===== config.mk =====
export PLATFORM = sky130hd
export DESIGN_NAME = prog_clk_divider_flat
export DESIGN_NICKNAME = d
export VERILOG_FILES = /design/src/rtl/prog_clk_divider_pkg.sv /design/src/rtl/prog_clk_divider_if.sv /design/src/rtl/prog_clk_divider_div_channel.sv /design/src/rtl/prog_clk_divider.sv /design/src/flat_wrapper.sv
export SDC_FILE = /design/constraint.sdc
export NUM_CORES = 1
export LEC_CHECK = 0
export BUFFER_PORTS_ARGS = -buffer_cell sky130_fd_sc_hd__clkbuf_2
export CAP_MARGIN = 20
export CORE_ASPECT_RATIO = 1.75
export CORE_MARGIN = 5
export CORE_UTILIZATION = 30
export DETAILED_ROUTE_END_ITERATION = 8
export SYNTH_ARGS = -nofsm -noshare
export SYNTH_HDL_FRONTEND = slang
export SYNTH_SLANG_ARGS = --single-unit
export TNS_END_PERCENT = 100

===== constraint.sdc =====
create_clock -name clk_50 -period 4.8 [get_ports clk_50]
set_clock_uncertainty 0.2 [all_clocks]
set_input_delay 0 -clock clk_50 [delete_from_list [all_inputs] [get_ports clk_50]]
set_output_delay 0 -clock clk_50 [all_outputs]
set_load 0.02 [all_outputs]

===== src/rtl/prog_clk_divider_pkg.sv =====
// Shared definitions for the programmable clock divider: mode encoding,
// config FSM state encoding and the channel-index width helper.
package prog_div_pkg;

  localparam logic MODE_TOGGLE = 1'b0;
  localparam logic MODE_PULSE  = 1'b1;

  typedef enum logic [0:0] {
    IDLE  = 1'b0,
    APPLY = 1'b1
  } cfg_state_e;

  // Channel index width; a single channel still needs one address bit.
  function automatic int CH_W(input int n_ch);
    return (n_ch > 1) ? $clog2(n_ch) : 1;
  endfunction

endpackage


===== src/rtl/prog_clk_divider_if.sv =====
// Config request port of the divider: valid/ready handshake carrying the
// target channel, divisor and mode, plus the out-of-range error strobe.
interface prog_clk_divider_if #(
  parameter int N_CH  = 4,
  parameter int CNT_W = 24
) ();
  import prog_div_pkg::*;

  localparam int CHB = CH_W(N_CH);

  logic             cfg_valid;
  logic             cfg_ready;
  logic [CHB-1:0]   cfg_ch;
  logic [CNT_W-1:0] cfg_div;
  logic             cfg_mode;
  logic             cfg_err;

  modport master (
    output cfg_valid,
    output cfg_ch,
    output cfg_div,
    output cfg_mode,
    input  cfg_ready,
    input  cfg_err
  );

  modport slave (
    input  cfg_valid,
    input  cfg_ch,
    input  cfg_div,
    input  cfg_mode,
    output cfg_ready,
    output cfg_err
  );

endinterface


===== src/rtl/prog_clk_divider_div_channel.sv =====
// One divider channel: counter, divisor/mode registers and the registered
// fdiv/tick outputs. A load restarts the channel from count 0 with fdiv low.
module div_channel
  import prog_div_pkg::*;
#(
  parameter int CNT_W    = 24,
  parameter int DEF_DIV  = 80000,
  parameter int DEF_MODE = 0
) (
  input  logic             clk_50,
  input  logic             rst,
  input  logic             en,
  input  logic             load,
  input  logic [CNT_W-1:0] load_div,
  input  logic             load_mode,
  output logic             fdiv,
  output logic             tick
);

  localparam logic [CNT_W-1:0] DEF_DIV_L  = CNT_W'(DEF_DIV);
  localparam logic             DEF_MODE_L = (DEF_MODE != 0) ? MODE_PULSE : MODE_TOGGLE;

  logic [CNT_W-1:0] cnt_r;
  logic [CNT_W-1:0] div_r;
  logic             mode_r;
  logic             term_s;

  // Terminal count: full-width compare against div-1 (only meaningful for div!=0).
  always_comb begin
    term_s = 1'b0;
    if (div_r != '0) begin
      term_s = (cnt_r == (div_r - CNT_W'(1)));
    end else begin
      term_s = 1'b0;
    end
  end

  // Counter, configuration and output registers; a load wins over any terminal count.
  always_ff @(posedge clk_50 or negedge rst) begin
    if (!rst) begin
      cnt_r  <= '0;
      div_r  <= DEF_DIV_L;
      mode_r <= DEF_MODE_L;
      fdiv   <= 1'b0;
      tick   <= 1'b0;
    end else if (load) begin
      cnt_r  <= '0;
      div_r  <= load_div;
      mode_r <= load_mode;
      fdiv   <= 1'b0;
      tick   <= 1'b0;
    end else if (div_r == '0) begin
      cnt_r  <= '0;
      fdiv   <= 1'b0;
      tick   <= 1'b0;
    end else if (!en) begin
      tick   <= 1'b0;
    end else if (term_s) begin
      cnt_r  <= '0;
      tick   <= 1'b1;
      fdiv   <= (mode_r == MODE_PULSE) ? 1'b1 : ~fdiv;
    end else begin
      cnt_r  <= cnt_r + CNT_W'(1);
      tick   <= 1'b0;
      fdiv   <= (mode_r == MODE_PULSE) ? 1'b0 : fdiv;
    end
  end

endmodule


===== src/rtl/prog_clk_divider.sv =====
// Multi-channel programmable clock-enable/divider. Holds the two-state config
// FSM, channel address decode and cfg_err; each channel is a div_channel.
module prog_clk_divider
  import prog_div_pkg::*;
#(
  parameter int N_CH     = 4,
  parameter int CNT_W    = 24,
  parameter int DEF_DIV  = 80000,
  parameter int DEF_MODE = 0
) (
  input  logic            clk_50,
  input  logic            rst,
  input  logic            en,
  prog_clk_divider_if.slave cfg,
  output logic [N_CH-1:0] fdiv,
  output logic [N_CH-1:0] tick
);

  localparam int            CHB    = CH_W(N_CH);
  localparam logic [CHB:0]  N_CH_L = (CHB + 1)'(N_CH);

  cfg_state_e       state_r;
  cfg_state_e       state_s;
  logic             accept_s;
  logic             cfg_ready_s;
  logic             cfg_err_s;
  logic             cfg_ready_r;
  logic             cfg_err_r;
  logic [CHB-1:0]   ch_r;
  logic             ch_ok_r;
  logic [CNT_W-1:0] div_r;
  logic             mode_r;
  logic [N_CH-1:0]  load_s;

  // Config FSM next state plus next values of the registered ready/error outputs.
  always_comb begin
    state_s  = state_r;
    accept_s = 1'b0;
    case (state_r)
      IDLE: begin
        if (cfg.cfg_valid && cfg_ready_r) begin
          accept_s = 1'b1;
          state_s  = APPLY;
        end else begin
          state_s  = IDLE;
        end
      end
      APPLY:   state_s = IDLE;
      default: state_s = IDLE;
    endcase
    cfg_ready_s = (state_s == IDLE);
    cfg_err_s   = accept_s && ({1'b0, cfg.cfg_ch} >= N_CH_L);
  end

  // Config FSM state register, output registers and the latched request.
  always_ff @(posedge clk_50 or negedge rst) begin
    if (!rst) begin
      state_r     <= IDLE;
      cfg_ready_r <= 1'b1;
      cfg_err_r   <= 1'b0;
      ch_r        <= '0;
      ch_ok_r     <= 1'b0;
      div_r       <= '0;
      mode_r      <= MODE_TOGGLE;
    end else begin
      state_r     <= state_s;
      cfg_ready_r <= cfg_ready_s;
      cfg_err_r   <= cfg_err_s;
      if (accept_s) begin
        ch_r    <= cfg.cfg_ch;
        ch_ok_r <= ({1'b0, cfg.cfg_ch} < N_CH_L);
        div_r   <= cfg.cfg_div;
        mode_r  <= cfg.cfg_mode;
      end else begin
        ch_r    <= ch_r;
        ch_ok_r <= ch_ok_r;
        div_r   <= div_r;
        mode_r  <= mode_r;
      end
    end
  end

  assign cfg.cfg_ready = cfg_ready_r;
  assign cfg.cfg_err   = cfg_err_r;

  for (genvar i = 0; i < N_CH; i++) begin : g_ch
    // Only the addressed, in-range channel restarts during APPLY.
    assign load_s[i] = (state_r == APPLY) && ch_ok_r && (ch_r == CHB'(i));

    div_channel #(
      .CNT_W    (CNT_W),
      .DEF_DIV  (DEF_DIV),
      .DEF_MODE (DEF_MODE)
    ) u_ch (
      .clk_50    (clk_50),
      .rst       (rst),
      .en        (en),
      .load      (load_s[i]),
      .load_div  (div_r),
      .load_mode (mode_r),
      .fdiv      (fdiv[i]),
      .tick      (tick[i])
    );
  end

endmodule

===== src/flat_wrapper.sv =====
// flat-port wrapper written by rule: the top's interface ports become plain ports
module prog_clk_divider_flat import prog_div_pkg::*;
#(
  parameter int N_CH     = 4,
  parameter int CNT_W    = 24,
  parameter int DEF_DIV  = 80000,
  parameter int DEF_MODE = 0
)
  (clk_50, rst, en, fdiv, tick, cfg_cfg_valid, cfg_cfg_ch, cfg_cfg_div, cfg_cfg_mode, cfg_cfg_ready, cfg_cfg_err);
  prog_clk_divider_if #(.N_CH(N_CH), .CNT_W(CNT_W)) cfg_i ();
  input  logic clk_50;
  input  logic rst;
  input  logic en;
  output logic [N_CH-1:0] fdiv;
  output logic [N_CH-1:0] tick;
  input wire logic [$bits(cfg_i.cfg_valid)-1:0] cfg_cfg_valid;
  input wire logic [$bits(cfg_i.cfg_ch)-1:0] cfg_cfg_ch;
  input wire logic [$bits(cfg_i.cfg_div)-1:0] cfg_cfg_div;
  input wire logic [$bits(cfg_i.cfg_mode)-1:0] cfg_cfg_mode;
  output wire logic [$bits(cfg_i.cfg_ready)-1:0] cfg_cfg_ready;
  output wire logic [$bits(cfg_i.cfg_err)-1:0] cfg_cfg_err;
  assign cfg_i.cfg_valid = cfg_cfg_valid;
  assign cfg_i.cfg_ch = cfg_cfg_ch;
  assign cfg_i.cfg_div = cfg_cfg_div;
  assign cfg_i.cfg_mode = cfg_cfg_mode;
  assign cfg_cfg_ready = cfg_i.cfg_ready;
  assign cfg_cfg_err = cfg_i.cfg_err;
  prog_clk_divider #(.N_CH(N_CH), .CNT_W(CNT_W), .DEF_DIV(DEF_DIV), .DEF_MODE(DEF_MODE)) u_core (.clk_50(clk_50), .rst(rst), .en(en), .cfg(cfg_i), .fdiv(fdiv), .tick(tick));
endmodule

### After elaboration in Yosys (flattened, before gate mapping)

Cells that the tools add are included.

* add/sub/neg operators: 8
* equality and inequality tests: 7
* mux-type cells: 63
* bitwise gates (word level): 6
* reductions and logical operators: 27

Operators by type and width (number)
* two-way mux 24 bit: 16
* adder 24 x 1 -> 24 bit (second input constant): 4
* equality test 24 bit: 4
* zero test 24 bit: 4
* nonzero test 24 bit: 4
* subtractor 24 x 1 -> 24 bit (second input constant): 4
* two-way mux 1 bit: 46
* nonzero test 4 bit: 4
* nonzero test 3 bit: 4
* AND reduction 2 bit: 4
* logical AND 1 bit: 6
* NOT 1 bit: 6
* equality test 2 bit (second input constant): 2
* equality test 2 x 1 -> 1 bit (second input constant): 1
* zero test 2 bit: 1
* case mux 1 bit (2 select lines): 1

* register bits: 234
* input bits: 31
* output and inout bits: 10
* word-level logic and storage cells: 137

### Depth between registers and ports, before layout

Gate-level depths: netlist of the first run.

* depth in word-level cells: 7
* depth in mapped cells: 13
* mapped depth without buffers: 10

### Hierarchy

Synthesis of the first run repeated with hierarchy kept, for this count alone.

* cells, all modules: 1621
* area, all modules: 15269.6 um2

Modules (own cells, without submodules)
* div_channel (u_core.g_ch[0].u_ch ...): instances 3, cells an instance 396, area each 3548.4 um2, sequential area each 1282.5 um2
* div_channel (u_core.g_ch[3].u_ch): instances 1, cells an instance 361, area each 3362.0 um2, sequential area each 1282.5 um2
* prog_clk_divider: instances 1, cells an instance 72, area each 1262.5 um2, sequential area each 752.0 um2

### Least setup slack after synthesis of the first run

Ideal clock, no wire load.

* path type: reg-to-reg
* start point: register u_core.g_ch[3].u_ch.div_r[2]
* end point: register u_core.g_ch[3].u_ch.cnt_r[4]
* library setup time: 0.128 ns
* arrival time: 3.143 ns
* data required time: 4.472 ns
* setup slack: 1.329 ns
* cell stages (with the launch flop): 13
* path buffers: 4
* period minus slack after synthesis: 3.471 ns
* path through: dfrtp_1 -> clkbuf_1 -> or4_1 -> clkbuf_1 -> nor4_1 -> xnor2_1 -> nand3_1 -> or4_1 -> or4b_1 -> buf_6 -> buf_8 -> a31oi_1 -> o22ai_1

* longest elaborated chain between the ends: 7
* elaborated cells on any way between the ends: 10
* those cells by class: add/sub: 1; eq/ne: 1; mux: 5; reduce/logical: 3

RTL lines
* from (decl): RTL line prog_clk_divider_div_channel.sv:24 `logic [CNT_W-1:0] div_r;`
* from (signal assigned): RTL line prog_clk_divider_div_channel.sv:48 `div_r <= load_div;`
* subtractor 24 x 1 -> 24 bit: RTL line prog_clk_divider_div_channel.sv:32 `term_s = (cnt_r == (div_r - CNT_W'(1)));`
* equality test 24 bit: RTL line prog_clk_divider_div_channel.sv:32
* two-way mux 1 bit: RTL line prog_clk_divider_div_channel.sv:31 `if (div_r != '0) begin`
* two-way mux 24 bit: RTL line prog_clk_divider_div_channel.sv:58 `end else if (term_s) begin`
* two-way mux 24 bit: RTL line prog_clk_divider_div_channel.sv:56 `end else if (!en) begin`
* two-way mux 24 bit: RTL line prog_clk_divider_div_channel.sv:52 `end else if (div_r == '0) begin`
* two-way mux 24 bit: RTL line prog_clk_divider_div_channel.sv:46 `end else if (load) begin`
* to (signal assigned): RTL line prog_clk_divider_div_channel.sv:63 `cnt_r <= cnt_r + CNT_W'(1);`
* to (decl): RTL line prog_clk_divider_div_channel.sv:23 `logic [CNT_W-1:0] cnt_r;`

Parallel ways exist; a longest one is shown, timed or not. The select of a mux whose other input is x is not followed.
A chain may end at the register's enable or synchronous reset.

### Worst setup path in the final report of the first run

* start point: register u_core.g_ch[1].u_ch.div_r[4]
* end point: register u_core.g_ch[1].u_ch.cnt_r[3]

* longest elaborated chain between the ends: 7
* elaborated cells on any way between the ends: 10
* those cells by class: add/sub: 1; eq/ne: 1; mux: 5; reduce/logical: 3

RTL lines (RTL line)
* from (decl): prog_clk_divider_div_channel.sv:24
* from (signal assigned): prog_clk_divider_div_channel.sv:48
* subtractor 24 x 1 -> 24 bit: prog_clk_divider_div_channel.sv:32
* equality test 24 bit: prog_clk_divider_div_channel.sv:32
* two-way mux 1 bit: prog_clk_divider_div_channel.sv:31
* two-way mux 24 bit: prog_clk_divider_div_channel.sv:58
* two-way mux 24 bit: prog_clk_divider_div_channel.sv:56
* two-way mux 24 bit: prog_clk_divider_div_channel.sv:52
* two-way mux 24 bit: prog_clk_divider_div_channel.sv:46
* to (signal assigned): prog_clk_divider_div_channel.sv:63
* to (decl): prog_clk_divider_div_channel.sv:23

Parallel ways exist; a longest one is shown, timed or not. The select of a mux whose other input is x is not followed.

==> results.md, run 1 <==
- Worst Setup End Kind: flop
- Largest family of logic cells by synthesized area: simple AND/OR/NAND/NOR gates
- N_diodes: 0
- Worst reg2reg path depth: 9
- Synth Area in Adders: 0.0101
- Slack of the worst reg-to-reg path: 0.68 ns
- Largest stage delay on the critical path: roughly 0.63 ns
- Number of flip-flops and latches in the synthesized netlist: 234
- Ratio of cells with drive above 1 in the final layout: 0.153
- Placeable Area: a little under 50000 sq um
- Post-route antenna net violation count: 0
- First-pass GRT wire length: 71.1 mm
- Final clock period utilization by the worst path: 0.859
- Startpoint class of the critical path: flop
- Die outline width: between 150 and 200 um
- Cell accounting for the most synthesized area: sky130_fd_sc_hd__dfrtp_1
- Number of buffers inserted during clock tree synthesis: 23
- Library cell contributing the largest single delay on the critical path: sky130_fd_sc_hd__nor4_2
- Worst hold start: cfg_cfg_valid
- Final number of setup-violating endpoints: 0
- Post-cts sizing count: 0
- Endpoint of the most critical register-to-register path: u_core.g_ch[1].u_ch.cnt_r[3]
- Routed wl met2: roughly 24 mm
- Simple-Gate Fraction of Synth Area: 0.260
- Required time worst endpoint: approximately 5 ns
- Critical setup path kind: flop to flop
- Global Route Usage Sum: 0.162
- RSZ-0062 raised after global routing: no
- HPWL after DPL: between 30 and 40 mm
- Top post-synthesis cells by area: sky130_fd_sc_hd__dfrtp_1 (36%), sky130_fd_sc_hd__mux2_2 (7.7%), sky130_fd_sc_hd__nand2_1 (5.4%)
- Number of maximum-capacitance violations: 0
- Leak: approximately 6.8 nW
- Worst flop-to-flop path startpoint: u_core.g_ch[1].u_ch.div_r[4]
- Post-CTS Repair Setup Buffers: 0
- Total number of placement rows: 107
- Transition time at the pin with the least slew margin: a little over 1 ns
- Most common flop cell mapped by yosys: sky130_fd_sc_hd__dfrtp_1
- Number of distinct library cells after synthesis: 83
- Die footprint: around 54000 sq um
- Initial cell density of the core: 0.303
- Detail-routed via count per cell: between 5 and 6
- Type of the tightest min-delay check: input port to flop
- Gp weighted congestion: between 0.9 and 1
- Worst VDD drop: 0.273 mV
- Antenna violations before repair: 0
- Final net count: between 1500 and 2000
- Headroom to the max-slew limit: 0.324
- Topmost layer with routed signal wires: met4
- Mean instance size in the synthesized netlist: about 9.1 sq um
- Largest net degree at the start of global routing: 114
- Xor/xnor cell area share of the yosys netlist: 0.0733
- Count of routing violations after the opening detailed-route iteration: 780
- Outcome: completed
- Final Hold Slack: 0.263 ns
- Routed length on met1: ~17 mm
- Routed length per placed instance: between 15 and 20 um
- Power density relative to cell area: about 500 nW/um^2
- Cell depth of the worst min-delay path: 4
- Syn nets: 1678
- Number of H-tree branching levels: 1
- Commonest cells after routing, fill and taps aside: sky130_fd_sc_hd__dfrtp_1 (213), sky130_fd_sc_hd__nand2_1 (212), sky130_fd_sc_hd__nand3_1 (105), sky130_fd_sc_hd__mux2_2 (101), sky130_fd_sc_hd__dlygate4sd3_1 (71)
- Signed area change from the synthesized netlist to the final layout: 15.1%
- DRT Pass-1 Iters: 5
- Async set or reset register ratio after synthesis: 1.00
- Vias in the first global route: 12900
- Peak Freq: 0.243 GHz
- Vert. Die Dim: between 300 and 400 um
- Clock latency at the later pin of the worst-skew pair: ~0.54 ns
- Detailed-route DRC error count: 0
- Power consumption: ~8.4 mW
- DRT Wirelength: 44.4 mm
- Post-synth design cell area: 14800 sq um
- Worst hold endpoint: u_core.cfg.cfg_ready
- Number of I/O pins: 41
- Num Clock Sinks: about 230
- Max-slew violation total from the final report: 0
- Post-synth top area share: 0.359
- Synth Instances: 1635
- Reg clk slew, reported paths: 0.06 ns
- Mux share of post-synthesis cell area: 0.0956
- Yosys warning total: 0
- Final Hold Violating Endpoints: 0
- Clock Tree Root: sky130_fd_sc_hd__clkbuf_16
- Aggregate global routing overflow: 0
- CP cell instances: nor4_2, nand4_1, nor4_1, mux2i_1, o31ai_1, or4_1, buf_4, nand2_1, o22ai_1
- Number of fillers in the final layout: approximately 4900
- Vias after detailed routing: 12900
- Met3 routed wirelength: 1.53 mm
- Most common cell after layout, fill and taps aside: sky130_fd_sc_hd__dfrtp_1
- Worst endpoint data arrival time: approximately 4.3 ns
- Buffer depth of the longest clock path: 3
- Min cycle time layout: roughly 4 ns
- Number of enable-type register cells in the synthesized netlist: 0
- Maximum net fanout on the critical path: 19
- Final setup TNS: 0 ns
- Compound-cell area share of the yosys netlist: 0.116
- Sequential share of the synthesized area: 0.397
- Count of input and output buffers: 39
- CTS tree: built
## kinds of logic after synthesis
kind of cell,after synthesis
adders and majority gates,12
other,1
DFF,234
buffers and inverters,169
AOI/OAI and AO/OA,253
and+or+nand+nor,716
muxes,129
xor gates and xnor gates,121
## per-stage QoR
stage | instances | instance area, sq um | util | setup slack (ns)
final | 2349 | 17100 | 0.349 | 0.677
after global routing | 2349 | 17100 | 0.349 | 0.434
after CTS | 2348 | 17000 | 0.349 | 0.722
after detailed placement | 2235 | 15500 | 0.318 | 0.741
after global placement | 2234 | 15500 | 0.318 | 0.393
after floorplan | 1635 | 14800 | - | 1.33
## critical path: cells and delay by family (launching register included)
| kind | cells | cell delay, ns |
|---|---|---|
| simple gates | 5 | 2.51 |
| flops | 1 | 0.46 |
| mux | 1 | 0.31 |
| compound gates | 2 | 0.26 |
| buf+inv | 1 | 0.24 |
## flip-flops by register name, summed over array words and instances (netlist names)
| name | count |
|---|---|
| u_core.g_ch.u_ch.div_r | 96 |
| u_core.ch_r | 2 |
| u_core.ch_ok_r | 1 |
| u_core.state_r | 1 |
| u_core.div_r | 24 |
| u_core.g_ch.u_ch.tick | 4 |
| u_core.mode_r | 1 |
| u_core.g_ch.u_ch.fdiv | 4 |
| u_core.cfg.cfg_ready | 1 |
| u_core.g_ch.u_ch.mode_r | 4 |
| u_core.g_ch.u_ch.cnt_r | 96 |
## synthesized netlist by cell type, types with 17 or more instances
| cell type | n |
|---|---|
| sky130_fd_sc_hd__dfrtp_1 | 213 |
| sky130_fd_sc_hd__nand2_1 | 212 |
| sky130_fd_sc_hd__nand3_1 | 105 |
| sky130_fd_sc_hd__mux2_2 | 101 |
| sky130_fd_sc_hd__clkbuf_1 | 85 |
| sky130_fd_sc_hd__xnor2_1 | 69 |
| sky130_fd_sc_hd__nor2_1 | 64 |
| sky130_fd_sc_hd__nand4_1 | 57 |
| sky130_fd_sc_hd__a31oi_1 | 54 |
| sky130_fd_sc_hd__nor3_1 | 54 |
| sky130_fd_sc_hd__o21ai_0 | 54 |
| sky130_fd_sc_hd__inv_1 | 50 |
| sky130_fd_sc_hd__xor2_1 | 50 |
| sky130_fd_sc_hd__and3_1 | 39 |
| sky130_fd_sc_hd__nor4_1 | 32 |
| sky130_fd_sc_hd__mux2i_1 | 28 |
| sky130_fd_sc_hd__a21oi_1 | 21 |
| sky130_fd_sc_hd__dfstp_2 | 21 |
| sky130_fd_sc_hd__or4_1 | 20 |
| sky130_fd_sc_hd__o22ai_1 | 17 |
| sky130_fd_sc_hd__or3_1 | 17 |
## worst max-delay path by stage
stage                                          endpoint                          from  cells past startpoint
after floorplan            u_core.g_ch[3].u_ch.cnt_r[4]  u_core.g_ch[3].u_ch.div_r[2]                     12
after global placement    u_core.g_ch[3].u_ch.cnt_r[17]  u_core.g_ch[3].u_ch.div_r[0]                     11
after detailed placement   u_core.g_ch[1].u_ch.cnt_r[7]  u_core.g_ch[1].u_ch.div_r[4]                      9
after CTS                  u_core.g_ch[1].u_ch.cnt_r[7]  u_core.g_ch[1].u_ch.div_r[4]                      9
after global routing       u_core.g_ch[2].u_ch.cnt_r[5]  u_core.g_ch[2].u_ch.div_r[0]                     11
final                      u_core.g_ch[1].u_ch.cnt_r[3]  u_core.g_ch[1].u_ch.div_r[4]                      9
## power by group
group	leakage [nW]	switching (mW)	total (mW)	internal, mW
logic	3.39	1.53	3.01	1.48
clock network	0.383	0.806	1.91	1.10
registers	3.01	0.990	3.52	2.53
## layout make-up
cell class | count | area, sq um | area share
inverters | 51 | 191 | 0.0112
flip-flops and latches | 234 | 5880 | 0.345
multi-input cells | 1232 | 8230 | 0.482
clock buffers | 31 | 646 | 0.0378
well taps | 654 | 818 | 0.0480
repair buffers | 137 | 1170 | 0.0685
clock inverters | 10 | 128 | 0.00748
## routing by layer
layer | global-route usage | vias up
met5 | 0 | -
met4 | 0.0891 | 0
met3 | 0.0172 | 118
met2 | 0.299 | 302
met1 | 0.177 | 6449
li1 | - | 6056
## repair_timing
item                                   in CTS  in global routing
endpoints found under the hold margin     247                  0
hold buffers                               72                  0
setup endpoints to repair                   0                  0
Note: power is estimated with default switching activity, not from simulation.
==> run 2: changes to the inputs <==
--- a/config.mk
+++ b/config.mk
@@ -10,6 +10,7 @@
 export CORE_ASPECT_RATIO = 1.75
 export CORE_MARGIN = 5
 export CORE_UTILIZATION = 30
+export CTS_BUF_LIST = sky130_fd_sc_hd__clkbuf_8
 export DETAILED_ROUTE_END_ITERATION = 8
 export SYNTH_ARGS = -nofsm -noshare
 export SYNTH_HDL_FRONTEND = slang
==> run 2 against run 1 <==
Hold slack worse by 0.035 ns. Die area stayed put. Global-route usage is 0.23 points higher. Critical path depth stayed put. Worst setup slack worse by 0.0018 ns. Final cell count is 1.7% higher. Maximum frequency hardly changed. Power hardly changed. Sequential power hardly changed. Flip-flop and latch count stayed put. Via count is 0.55% higher. Critical path type unchanged. Critical endpoint is now u_core.g_ch[1].u_ch.cnt_r[7]. Largest cell class unchanged. Largest power group unchanged.
==> results.md, run 2 (synthesis results as in run 1) <==
- Outcome: completed
- Final clock period utilization by the worst path: 0.859
- Routed length per placed instance: ~19 um
- CTS tree: built
- Num Clock Sinks: ~230
- Antenna violations before repair: 1
- Total number of placement rows: roughly 110
- Die outline width: roughly 180 um
- Detailed-route DRC error count: 0
- DRT Pass-1 Iters: 4
- Post-route antenna net violation count: 0
- Critical setup path kind: flop to flop
- Number of fillers in the final layout: ~4900
- Leak: slightly below 7 nW
- First-pass GRT wire length: 71.6 mm
- Buffer depth of the longest clock path: 3
- Final Hold Slack: 0.228 ns
- Signed area change from the synthesized netlist to the final layout: 16.2%
- Detail-routed via count per cell: about 5.4
- Final net count: approximately 1700
- Startpoint class of the critical path: flop
- Ratio of cells with drive above 1 in the final layout: 0.160
- Count of input and output buffers: 39
- Vias after detailed routing: 13000
- Largest net degree at the start of global routing: roughly 110
- Aggregate global routing overflow: 0
- Clock Tree Root: sky130_fd_sc_hd__clkbuf_8
- Worst Setup End Kind: flop
- Vert. Die Dim: 304 um
- Worst hold start: cfg_cfg_valid
- Headroom to the max-slew limit: 0.326
- Max-slew violation total from the final report: 0
- Post-cts sizing count: 0
- Start point of the critical path: u_core.g_ch[1].u_ch.div_r[4]
- Number of buffers inserted during clock tree synthesis: 36
- HPWL after DPL: 32.0 mm
- RSZ-0062 raised after global routing: no
- Global Route Usage Sum: 0.164
- Clock latency at the later pin of the worst-skew pair: about 0.58 ns
- Maximum net fanout on the critical path: 19
- Power density relative to cell area: 489 nW/um^2
- Final setup TNS: 0 ns
- Most common cell after layout, fill and taps aside: sky130_fd_sc_hd__dfrtp_1
- Vias in the first global route: between 10000 and 15000
- Required time worst endpoint: roughly 5.0 ns
- Min cycle time layout: slightly above 4 ns
- Initial cell density of the core: 0.303
- Transition time at the pin with the least slew margin: a little over 1 ns
- Count of routing violations after the opening detailed-route iteration: roughly 760
- Worst flop-to-flop path startpoint: u_core.g_ch[1].u_ch.div_r[4]
- Commonest cells after routing, fill and taps aside: sky130_fd_sc_hd__dfrtp_1 (213), sky130_fd_sc_hd__nand2_1 (212), sky130_fd_sc_hd__nand3_1 (105), sky130_fd_sc_hd__mux2_2 (101), sky130_fd_sc_hd__dlygate4sd3_1 (84)
- Final number of setup-violating endpoints: 0
- DRT Wirelength: between 40 and 50 mm
- Peak Freq: 0.242 GHz
- Die footprint: roughly 54000 sq um
- Number of I/O pins: 41
- Worst VDD drop: around 0.2 mV
- Gp weighted congestion: about 0.95
- Final Hold Violating Endpoints: 0
- Reg clk slew, reported paths: approximately 0.070 ns
- Type of the tightest min-delay check: input port to flop
- Worst endpoint data arrival time: around 4.4 ns
- Number of H-tree branching levels: 2
- Biggest registers after layout: u_core.g_ch.u_ch.cnt_r (96), u_core.g_ch.u_ch.div_r (96), u_core.div_r (24)
- Number of maximum-capacitance violations: 0
- Placeable Area: just under 50000 sq um
run 2: cell types whose count changed in the layout (fill, tap and decap cells not counted), sizes merged:
cell,change
bufinv,+1
clkbuf,+12
clkinvlp,+1
diode,+1
dlygate4sd3,+13
inv,+11
run 2: routing by layer:
metal	vias to the layer above	global-route usage	wire (um)
li1	6120	-	-
met2	284	0.301	23700
met5	-	0	0
met4	0	0.0985	3040
met1	6453	0.177	16500
met3	139	0.0199	1470
run 2: path summary, 6_finish.rpt:
| path | end | slack, ns | cells past startpoint |
|---|---|---|---|
| setup / recovery | u_core.g_ch[1].u_ch.cnt_r[7] | 0.68 | 9 |
| hold / removal | u_core.cfg.cfg_ready | 0.23 | 4 |
| setup reg to reg | u_core.g_ch[1].u_ch.cnt_r[7] | 0.68 | 9 |
| hold reg to reg | u_core.ch_ok_r | 0.31 | 1 |
| max in group asynchronous | u_core.div_r[11] | 3.23 | 4 |
| min in group asynchronous | u_core.g_ch[2].u_ch.div_r[16] | 0.36 | 3 |
run 2: report_power, final:
part	leakage (nW)	internal [mW]	switching, mW
Combinational	3.45	1.49	1.52
Clock	0.448	1.03	0.863
Sequential	3.01	2.53	0.990
Total	6.91	5.05	3.38
run 2: final cells by class:
type	count	area (sq um)	share of cell area
antenna	1	2.50	0.000145
clock buffer	43	592	0.0343
clock inverter	23	206	0.0120
inverter	51	191	0.0111
multi-input combinational	1232	8230	0.477
sequential	234	5880	0.341
tap	654	818	0.0475
timing repair buffer	150	1310	0.0761
run 2: through the flow:
step	setup slack [ns]	instance area [sq um]	util	instances	total power, mW
finish	0.675	17200	0.353	2388	8.43
global route	0.451	17200	0.353	2388	8.95
CTS	0.718	17200	0.352	2386	8.47
detailed placement	0.741	15500	0.318	2235	6.41
global placement	0.393	15500	0.318	2234	6.35
floorplan	1.33	14800	-	1635	5.47
run 2: critical path, cell delays in order (launching register included):
cell and delay, ns:
sky130_fd_sc_hd__dfrtp_1 0.47, sky130_fd_sc_hd__nor4_2 0.63, sky130_fd_sc_hd__nand4_1 0.48, sky130_fd_sc_hd__nor4_1 0.48
sky130_fd_sc_hd__mux2i_1 0.31, sky130_fd_sc_hd__o31ai_1 0.11, sky130_fd_sc_hd__or4_1 0.57, sky130_fd_sc_hd__buf_4 0.24
sky130_fd_sc_hd__nand2_1 0.34, sky130_fd_sc_hd__o22ai_1 0.15
run 2: what timing repair did:
item,in CTS,in global routing
buffers inserted,0,0
hold endpoints to repair,247,0
hold buffers,85,0
